===== src/rtl/seq_alu.sv =====
// seq_alu: sequential RV32IM-style ALU with a valid/ready handshake on both sides.
// Define SEQ_ALU_MDU_EN to build the iterative multiply/divide engine; otherwise M codes return 0.
module seq_alu #(
    parameter int XLEN = 32,
    parameter int SHW  = $clog2(XLEN)
) (
    input  logic            clk,
    input  logic            rst,
    input  logic            in_valid,
    output logic            in_ready,
    input  logic [4:0]      alu_ctrl,
    input  logic [XLEN-1:0] operand1,
    input  logic [XLEN-1:0] operand2,
    output logic            out_valid,
    input  logic            out_ready,
    output logic [XLEN-1:0] alu_out
);

    typedef enum logic [1:0] {IDLE, BUSY, DONE} state_t;

    localparam logic [4:0] OP_ADD  = 5'b00000;
    localparam logic [4:0] OP_SUB  = 5'b01000;
    localparam logic [4:0] OP_SLL  = 5'b00001;
    localparam logic [4:0] OP_SLT  = 5'b00010;
    localparam logic [4:0] OP_SLTU = 5'b00011;
    localparam logic [4:0] OP_XOR  = 5'b00100;
    localparam logic [4:0] OP_SRL  = 5'b00101;
    localparam logic [4:0] OP_SRA  = 5'b01101;
    localparam logic [4:0] OP_OR   = 5'b00110;
    localparam logic [4:0] OP_AND  = 5'b00111;

    state_t          r_state;
    state_t          w_state_next;
    logic [XLEN-1:0] r_result;
    logic            w_accept;
    logic [SHW-1:0]  w_shamt;
    logic [XLEN-1:0] w_base;
    logic [XLEN-1:0] w_fast;
    logic [XLEN-1:0] w_final;
    logic            w_go_busy;
    logic            w_last;

    assign in_ready  = (r_state == IDLE) && !rst;
    assign w_accept  = in_valid && in_ready;
    assign out_valid = (r_state == DONE);
    assign alu_out   = r_result;
    assign w_shamt   = operand2[SHW-1:0];

    always_comb begin
        w_base = '0;
        case (alu_ctrl)
            OP_ADD:  w_base = operand1 + operand2;
            OP_SUB:  w_base = operand1 - operand2;
            OP_SLL:  w_base = operand1 << w_shamt;
            OP_SLT:  w_base = {{(XLEN-1){1'b0}}, ($signed(operand1) < $signed(operand2))};
            OP_SLTU: w_base = {{(XLEN-1){1'b0}}, (operand1 < operand2)};
            OP_XOR:  w_base = operand1 ^ operand2;
            OP_SRL:  w_base = operand1 >> w_shamt;
            OP_SRA:  w_base = $unsigned($signed(operand1) >>> w_shamt);
            OP_OR:   w_base = operand1 | operand2;
            OP_AND:  w_base = operand1 & operand2;
            default: w_base = '0;
        endcase
    end

`ifdef SEQ_ALU_MDU_EN
    localparam logic [XLEN-1:0] W_MIN = {1'b1, {(XLEN-1){1'b0}}};

    logic [2:0]        r_op;
    logic [XLEN-1:0]   r_hi;
    logic [XLEN-1:0]   r_lo;
    logic [XLEN-1:0]   r_div;
    logic              r_neg;
    logic [SHW-1:0]    r_cnt;

    logic              w_mop;
    logic              w_is_div;
    logic              w_sgn1;
    logic              w_sgn2;
    logic              w_neg1;
    logic              w_neg2;
    logic              w_div0;
    logic              w_ovf;
    logic              w_special;
    logic [XLEN-1:0]   w_abs1;
    logic [XLEN-1:0]   w_abs2;
    logic [XLEN-1:0]   w_special_val;
    logic [XLEN:0]     w_mul_sum;
    logic [XLEN:0]     w_div_sh;
    logic [XLEN:0]     w_div_diff;
    logic              w_div_ge;
    logic [XLEN-1:0]   w_step_hi;
    logic [XLEN-1:0]   w_step_lo;
    logic [2*XLEN-1:0] w_prod;
    logic [2*XLEN-1:0] w_prod_fix;
    logic [XLEN-1:0]   w_div_res;

    assign w_mop    = alu_ctrl[4] && !alu_ctrl[3];
    assign w_is_div = alu_ctrl[2];
    // operand1 is signed for MULH, MULHSU, DIV, REM; operand2 for MULH, DIV, REM.
    assign w_sgn1 = (alu_ctrl[2:0] == 3'b001) || (alu_ctrl[2:0] == 3'b010) ||
                    (alu_ctrl[2] && !alu_ctrl[0]);
    assign w_sgn2 = (alu_ctrl[2:0] == 3'b001) || (alu_ctrl[2] && !alu_ctrl[0]);
    assign w_neg1 = w_sgn1 && operand1[XLEN-1];
    assign w_neg2 = w_sgn2 && operand2[XLEN-1];
    assign w_abs1 = w_neg1 ? -operand1 : operand1;
    assign w_abs2 = w_neg2 ? -operand2 : operand2;

    assign w_div0    = (operand2 == '0);
    assign w_ovf     = !alu_ctrl[0] && (operand1 == W_MIN) && (operand2 == '1);
    assign w_special = w_mop && w_is_div && (w_div0 || w_ovf);

    always_comb begin
        w_special_val = '0;
        if (w_div0) w_special_val = alu_ctrl[1] ? operand1 : '1;
        else        w_special_val = alu_ctrl[1] ? '0 : operand1;
    end

    assign w_go_busy = w_mop && !w_special;
    assign w_fast    = w_special ? w_special_val : w_base;
    assign w_last    = (r_state == BUSY) && (r_cnt == SHW'(XLEN-1));

    // Multiply: {hi,lo} holds accumulator and shifting multiplier. Divide: hi=remainder, lo=quotient.
    assign w_mul_sum  = {1'b0, r_hi} + (r_lo[0] ? {1'b0, r_div} : '0);
    assign w_div_sh   = {r_hi, r_lo[XLEN-1]};
    assign w_div_diff = w_div_sh - {1'b0, r_div};
    assign w_div_ge   = !w_div_diff[XLEN];
    assign w_step_hi  = r_op[2] ? (w_div_ge ? w_div_diff[XLEN-1:0] : w_div_sh[XLEN-1:0])
                                : w_mul_sum[XLEN:1];
    assign w_step_lo  = r_op[2] ? {r_lo[XLEN-2:0], w_div_ge}
                                : {w_mul_sum[0], r_lo[XLEN-1:1]};

    assign w_prod     = {w_step_hi, w_step_lo};
    assign w_prod_fix = r_neg ? -w_prod : w_prod;
    assign w_div_res  = r_op[1] ? w_step_hi : w_step_lo;

    always_comb begin
        w_final = '0;
        if (r_op[2])                w_final = r_neg ? -w_div_res : w_div_res;
        else if (r_op[1:0] == 2'b00) w_final = w_prod_fix[XLEN-1:0];
        else                        w_final = w_prod_fix[2*XLEN-1:XLEN];
    end

    always_ff @(posedge clk) begin
        if (rst) begin
            r_op  <= '0;
            r_hi  <= '0;
            r_lo  <= '0;
            r_div <= '0;
            r_neg <= 1'b0;
            r_cnt <= '0;
        end else if (w_accept) begin
            r_op  <= alu_ctrl[2:0];
            r_hi  <= '0;
            r_lo  <= w_is_div ? w_abs1 : w_abs2;
            r_div <= w_is_div ? w_abs2 : w_abs1;
            r_neg <= (w_is_div && alu_ctrl[1]) ? w_neg1 : (w_neg1 ^ w_neg2);
            r_cnt <= '0;
        end else if (r_state == BUSY) begin
            r_hi  <= w_step_hi;
            r_lo  <= w_step_lo;
            r_cnt <= r_cnt + 1'b1;
        end
    end
`else
    assign w_go_busy = 1'b0;
    assign w_last    = 1'b0;
    assign w_fast    = w_base;
    assign w_final   = '0;
`endif

    always_ff @(posedge clk) begin
        if (rst) r_state <= IDLE;
        else     r_state <= w_state_next;
    end

    always_comb begin
        w_state_next = r_state;
        case (r_state)
            IDLE:    if (w_accept) w_state_next = w_go_busy ? BUSY : DONE;
            BUSY:    if (w_last) w_state_next = DONE;
            DONE:    if (out_ready) w_state_next = IDLE;
            default: w_state_next = IDLE;
        endcase
    end

    always_ff @(posedge clk) begin
        if (rst)           r_result <= '0;
        else if (w_accept) r_result <= w_fast;
        else if (w_last)   r_result <= w_final;
    end

endmodule


===== config.mk =====
export PLATFORM = sky130hd
export DESIGN_NAME = seq_alu
export DESIGN_NICKNAME = d
export VERILOG_FILES = /design/src/rtl/seq_alu.sv
export SDC_FILE = /design/constraint.sdc
export NUM_CORES = 1
export LEC_CHECK = 0
export ABC_CLOCK_PERIOD_IN_PS = 3400
export CELL_PAD_IN_SITES_DETAIL_PLACEMENT = 0
export CELL_PAD_IN_SITES_GLOBAL_PLACEMENT = 1
export CORE_UTILIZATION = 39
export CTS_CLUSTER_SIZE = 20
export DETAILED_ROUTE_END_ITERATION = 6
export PLACE_DENSITY_LB_ADDON = 0.1
export SYNTH_ARGS = -nofsm -noshare
export SYNTH_HDL_FRONTEND = slang
export SYNTH_SLANG_ARGS = --single-unit

===== constraint.sdc =====
create_clock -name clk -period 3.4 [get_ports clk]
set_clock_uncertainty 0.2 [all_clocks]
set_input_delay 0.34 -clock clk [delete_from_list [all_inputs] [get_ports clk]]
set_output_delay 0.34 -clock clk [all_outputs]
set_load 0.02 [all_outputs]

==> metrics.md <==
| Metric | Value |
|---|---|
| Leakage | 6.16 nW |
| VDD IR max | 0.183 mV |
| Measured slew at the worst slew-check pin | 748 ps |
| Worst-path fanout max | 6 |
| Most common cell in the synthesized netlist | nor2_1 |
| Grt total ovfl | 0 |
| Vias in the first global route | 12.3k |
| Sequence of cells on the critical path | clkdlybuf4s50_1 > buf_4 > buf_4 > mux4_2 > mux2i_1 > buf_4 > nor2_1 > o21ai_1 > a21oi_1 > a211oi_1 > o211ai_1 > a22o_1 |
| Worst rel slew slack | 50.0% |
| Die extent in y | 162 um |
| Synth area leaders | ha_1 (12%), mux4_2 (11%), dfxtp_1 (6.6%) |
| Hold Crit Depth | 2 |
| Worst hold endpoint | alu_out[6] |
| Synth unique cells | 96 |
| CP Buf/Inv Count | 4 |
| Status | finished, violations left |
| Synth top area share | 12.1% |
| Root buffer cell | clkbuf_16 |
| CP most frequent cell | buf_4 |
| Crit start category | input port |
| Die area | roughly 26,000 sq um |
| N_diodes | 0 |
| Placed Cells | 2,029 |
| Via/cell ratio | 6.38 |
| Post-synth EDFFs | 0 |
| Worst R2R Start | r_state[1] |
| Unrepaired setup endpoints after global routing | true |
| CTS Sinks | 33 |
| Final period utilization | a little over nine tenths |
| Count of state elements after synthesis | 33 |
| Register-to-Register Path Depth | 9 |
| H-tree depth | 2 |
| Critical path required time | between 3000 and 4000 ps |
| Core Region | 25,200 sq um |
| Layout cells sized above 1 | ~29% |
| Combinational share of power | roughly two thirds |
| Fin cells | 2,053 |
| Synth Warn # | 0 |
| Fmax | between 0.2 and 0.3 GHz |
| Crit path max-delay cell type | a211oi_1 |
| Syn nets | 1,555 |
| Setup violators final | 0 |
| Initial core utilization | 39.7% |
| Final WL | about 53 mm |
| Commonest cells post-synth | nor2_1 (148), nand2_1 (122), a21oi_1 (119) |
| Sequential Power Share | around an eighth |
| Synth-to-Final Area Change | 40.7% |
| Initial antenna violation count | 3 |
| CP delay by family, top | compound AO/OA/AOI/OAI gates |
| Pre-Repair DR Iteration Count | 7 |
| Synth Flop Type | dfxtp_1 |
| Sw Ratio | ~45% |
| Total GRT Usage | 39.7% |
| NetSw | approximately 0.0014 W |
| Max Slew Vio Count | 0 |
| Hold Path Origin | alu_out[6] |
| Clock slew at reported path FFs | about 70 ps |
| Synth Cell Area | 10000 sq um |
| DRT iter0 DRCs | 1,633 |
| DRC Markers | 1 |
| Violated checks | design-rule violations |
| Vias | 13.1k |
| Post-synth top area cell | ha_1 |
| Post-route ant nets | 0 |
| Async S/R FF share, synth | 0% |
| HPWL Detailed | 42.2 mm |
| Gpl congestion | 1.00 |
| Sequential area share after synthesis | ~6.6% |
| Reg-to-reg endpoint | alu_out[28] |
| MaxCap Viol Count | 0 |
| DR WL/cell | approximately 26 um |
| Reg2reg setup slack | between 1000 and 1500 ps |
| Die W | 162 um |
| Clk network pwr share | 19.9% |
| Avg Cell Area, Syn | 7.23 sq um |
| Row cnt | 58 |
| Largest stage delay, worst path | 560 ps |
| Tmin final | 3360 ps |
| Critical Path Sink Type | flip-flop |
| PwrDens | 217 nW/um^2 |
| Hold Path Class | reg2reg |
| Synth Instances | 1,383 |
| Post-layout net count | 1,894 |
| Hold buffer count at CTS | 0 |
| Worst EP arrival | 3370 ps |
| Port Buffers | 106 |
| Int Pwr | approximately 0.0017 W |
| Largest net degree at the start of global routing | 62 |
| Clock Path Buffers | 2 |
| Clk_lat worst skew | 300 ps |
| TritonCTS clock tree | built |
| Final hold vios | 0 |
| First-pass GRT wire length | 77.8 mm |
| Final Power | roughly 0.003 W |
| IO Count | ~110 |
| CTS buffer count | 5 |
| Crit Path Category | in2reg |
==> kinds of logic after synthesis <==
group	after synthesis	synth area share, %
DFF	33	6.61
buffers and inverters	216	9.35
muxes	107	17.1
adders and majority gates	99	12.5
AOI/OAI and AO/OA	486	33.6
xor gates and xnor gates	9	0.789
and+or+nand+nor	433	20.0
==> flip-flops by register name, indices dropped and copies added, names as in the netlist <==
name,cells
r_state,1
alu_out,32
==> power by group through the flow <==
| stage | Combinational [W] | Sequential [W] | Clock, W |
|---|---|---|---|
| after floorplan | 0.00102 | 0.000419 | 0 |
| after global placement | 0.00190 | 0.000410 | 0 |
| after detailed placement | 0.00190 | 0.000410 | 0 |
| after CTS | 0.00193 | 0.000401 | 0.000619 |
| after global routing | 0.00216 | 0.000402 | 0.000626 |
| final | 0.00204 | 0.000401 | 0.000609 |
==> metal layers <==
layer | GRT usage [%] | up-vias | routed length [um]
met4 | 13.8 | 2 | 1900
li1 | - | 5865 | -
met1 | 55.1 | 6348 | 22700
met2 | 61.2 | 753 | 22900
met3 | 7.48 | 121 | 5480
met5 | 0 | - | 16
==> through the flow <==
step	TNS (ps)	hold slack (ps)	util, %	instance area, sq um	setup WS [ps]
2_1_floorplan	0	322	-	10000	12.7
3_3_place_gp	-5940	235	53.4	13500	-398
3_5_place_dp	-6130	244	53.4	13500	-410
4_1_cts	-24.9	251	54.3	13700	-14.0
5_1_grt	-24.5	280	55.9	14100	-21.1
6_report	0	247	55.9	14100	39.1
==> cell type report <==
cell class              instances  area (sq um)
repair buffers                447          3720
fillers                      2488         11100
inverters                     101           387
clock inverters                 1          30.0
multi-input cells            1134          8710
flip-flops and latches         33           661
well taps                     330           413
clock buffers                   7           143
==> placed cells by master (no fill, tap or decap), types with 12 or more instances in the layout <==
master | netlist | routed
a221o_1 | 12 | 12
mux2i_1 | 43 | 43
inv_1 | 99 | 92
a31oi_1 | 26 | 24
mux4_2 | 47 | 47
mux2_2 | 13 | 13
nor2_1 | 148 | 146
clkdlybuf4s50_1 | 0 | 88
dfxtp_1 | 33 | 33
nand2_1 | 122 | 122
ha_1 | 97 | 89
a211oi_1 | 24 | 22
nor3_1 | 38 | 34
buf_4 | 5 | 331
o21ai_1 | 13 | 14
o31ai_1 | 19 | 15
o211ai_1 | 17 | 17
a22oi_1 | 15 | 15
a221oi_1 | 19 | 19
nand2b_1 | 13 | 13
o21ai_0 | 95 | 92
nand3_1 | 31 | 30
a21oi_1 | 119 | 116
dlymetal6s2s_1 | 0 | 13
==> worst reg2reg max path, stage by stage (launching register included) <==
cell	delay, ps
dfxtp_1	330
nor2_1	140
nand2_1	210
nand2_1	180
o21ai_0	170
nor4_1	210
a22oi_1	180
a2111oi_2	320
a21oi_1	70
o21a_1	190
==> worst max-delay path by stage <==
stage	startpoint	to	slack, ps	cells after the start
6_report	operand1[22]	alu_out[10]	40	12
5_1_grt	operand2[18]	alu_out[26]	-20	13
4_1_cts	operand1[0]	alu_out[26]	-10	14
3_5_place_dp	operand1[4]	alu_out[19]	-410	12
3_3_place_gp	operand1[0]	alu_out[26]	-400	14
2_1_floorplan	operand2[2]	alu_out[19]	10	14
==> what timing repair did <==
| action | 4_1_cts | 5_1_grt |
|---|---|---|
| buffers inserted | 0 | 16 |
| endpoints found under the hold margin | 0 | 0 |
| pin swaps | 2 | 18 |
| cloned | 0 | 0 |
| gates resized for setup | 8 | 68 |
| endpoints found under the setup margin | 7 | 21 |
No activity file was read; power rests on OpenSTA's default activity.
==> RTL edit (config.mk and constraints unchanged) <==
The option `SEQ_ALU_MDU_EN` is turned on by a define.
--- a/src/rtl/seq_alu.sv
+++ b/src/rtl/seq_alu.sv
@@ -2,2 +2,4 @@
 // Define SEQ_ALU_MDU_EN to build the iterative multiply/divide engine; otherwise M codes return 0.
+`define SEQ_ALU_MDU_EN
+
 module seq_alu #(
Formal check against the unedited RTL: not equivalent (a bounded check fails within 4 cycles, from zero or initial values and one cycle with rst high).
==> RTL edit against the unedited design <==
Largest cell class unchanged. Power grew to 3.6 times the old value. Setup slack worse by 2.0 ns. Die area grew to 2.5 times the old value. Design area rose to 2.8 times the old value. Largest power group unchanged. Sequential cell count up 106. Area after synthesis rose to 2.5 times the old value. Register-to-register slack worse by 3.1 ns. Wire length rose to 2.9 times the old value. The flow finishes with violations (negative setup slack).
==> RTL edit: results (changes against the unedited design) <==
drive_gt1_frac: 0.335  # was 0.286
pg_seq_mw: 1.85  # was 401 uW
first_pass_iters: 6  # was 7
met3_length_mm: 12.1  # was 5.48 mm
drt_iter0_drc: 4311  # was 1,633
power_mw: 11.1  # was 3.05 mW
slew-limit-headroom: 0.355  # was 0.500
synthTopCellsByArea: "dfxtp_1 (11%), ha_1 (8.3%), a21oi_1 (7.9%)"  # was ha_1 (12%), mux4_2 (11%), dfxtp_1 (6.6%)
critPathMaxFanout: 7  # was 6
cts_root_buf: "clkbuf_16"  # unchanged
m1WireLength_mm: 57.8  # was 22.7 mm
net-switching-power_mw: 5.03  # was 1.38 mW
yosys_warnings: 0  # unchanged
hold_path_end: "alu_out[1]$_SDFFE_PP0P_"  # was alu_out[6]$_SDFFE_PP0P_
ys_top_cells_by_count: "nor2_1 (460), nand2_1 (427), a21oi_1 (402), o21ai_0 (322), clkbuf_1 (224)"  # was nor2_1 (148), nand2_1 (122), a21oi_1 (119), inv_1 (99), ha_1 (97)
hold-worst-slack_ns: 0.265  # was 0.247 ns
cts_buffers: 17  # was 5
setup_tns_ns: -59.32  # was 0 ns
crit_path_top_delay_cell: "o31ai_4"  # was a211oi_1
htree_levels: 4  # was 2
netlist-cell-type-count: 111  # was 96
critPathMaxStageDelay_ns: 0.45  # was 0.56 ns
dp_hpwl_mm: 122  # was 42.2 mm
min_from: "alu_out[1]$_SDFFE_PP0P_"  # was alu_out[6]$_SDFFE_PP0P_
nFillCells: 6099  # was 2,488
finalSetupViolCount: 59  # was 0
viasPerCell: 6.19  # was 6.38
r2r_start: "r_div[27]$_SDFFE_PP0P_"  # was r_state[1]$_SDFFE_PP0P_
crit_end: "alu_out[4]$_SDFFE_PP0P_"  # was alu_out[10]$_SDFFE_PP0P_
ir_drop_mv: 0.366  # was 0.183 mV
violations: "negative setup slack"  # was design-rule violations
met1_usage: 0.523  # was 0.551
nets: 5240  # was 1,894
use_met3: 0.0598  # was 0.0748
power_frac_clock: 0.187  # was 0.199
avgSynthCellArea_sq_um: 6.56  # was 7.23 sq um
clk_latency_ns: 0.47  # was 0.30 ns
placedCellCount: 5777  # was 2,029
grt_max_degree: 88  # was 62
grt_pass1_wl_mm: 222  # was 77.8 mm
syn_nets: 4122  # was 1,555
setup.worst_path.start: "r_div[27]$_SDFFE_PP0P_"  # was operand1[22]
antenna_found_initial: 2  # was 3
track_usage: 0.441  # was 0.397
cpLargestDelayFamily: "simple AND/OR/NAND/NOR gates"  # was compound AO/OA/AOI/OAI gates
gp_congestion: 1.05  # was 1.00
top_layer_used: "met5"  # unchanged
detailedPlace.worstSlack_ns: -2.12  # was -0.410 ns
fin_cells: 5863  # was 2,053
leakage_nw: 16.8  # was 6.16 nW
yosysSeqAreaShare: 0.109  # was 0.0661
setup_slack_ns: -1.94  # was 0.0391 ns
reg2reg_depth: 22  # was 9
status: "complete, but fails checks"  # unchanged
use_met2: 0.718  # was 0.612
cp.arrival_ns: 5.50  # was 3.37 ns
met2RoutedLength_mm: 68.2  # was 22.9 mm
placed_area_sq_mm: 0.0361  # was 0.0135 sq mm
[RTL edit: layout make-up]
type / instances / area (sq um) / area share
timing repair buffer: 1401 / 11200 / 0.289
multi-input combinational: 3284 / 22600 / 0.580
clock buffer: 20 / 478 / 0.0123
inverter: 152 / 576 / 0.0148
clock inverter: 12 / 151 / 0.00389
tap: 855 / 1070 / 0.0275
sequential: 139 / 2800 / 0.0719
[RTL edit: logic make-up after synthesis]
kind of cell,after synthesis,share of synthesized area
AND/OR/NAND/NOR,1394,0.253
AO/OA/AOI/OAI,1372,0.348
buffers and inverters,454,0.0698
XOR/XNOR,181,0.0623
adder cells (fa/ha/maj),172,0.0858
multiplexers,165,0.0717
flip-flops,139,0.109
[RTL edit: timing repair]
action	CTS	global route
gates cloned	2	2
gates resized for setup	232	116
endpoints found under the hold margin	0	0
setup endpoints to repair	70	76
setup buffers	32	22
pin swaps	77	33
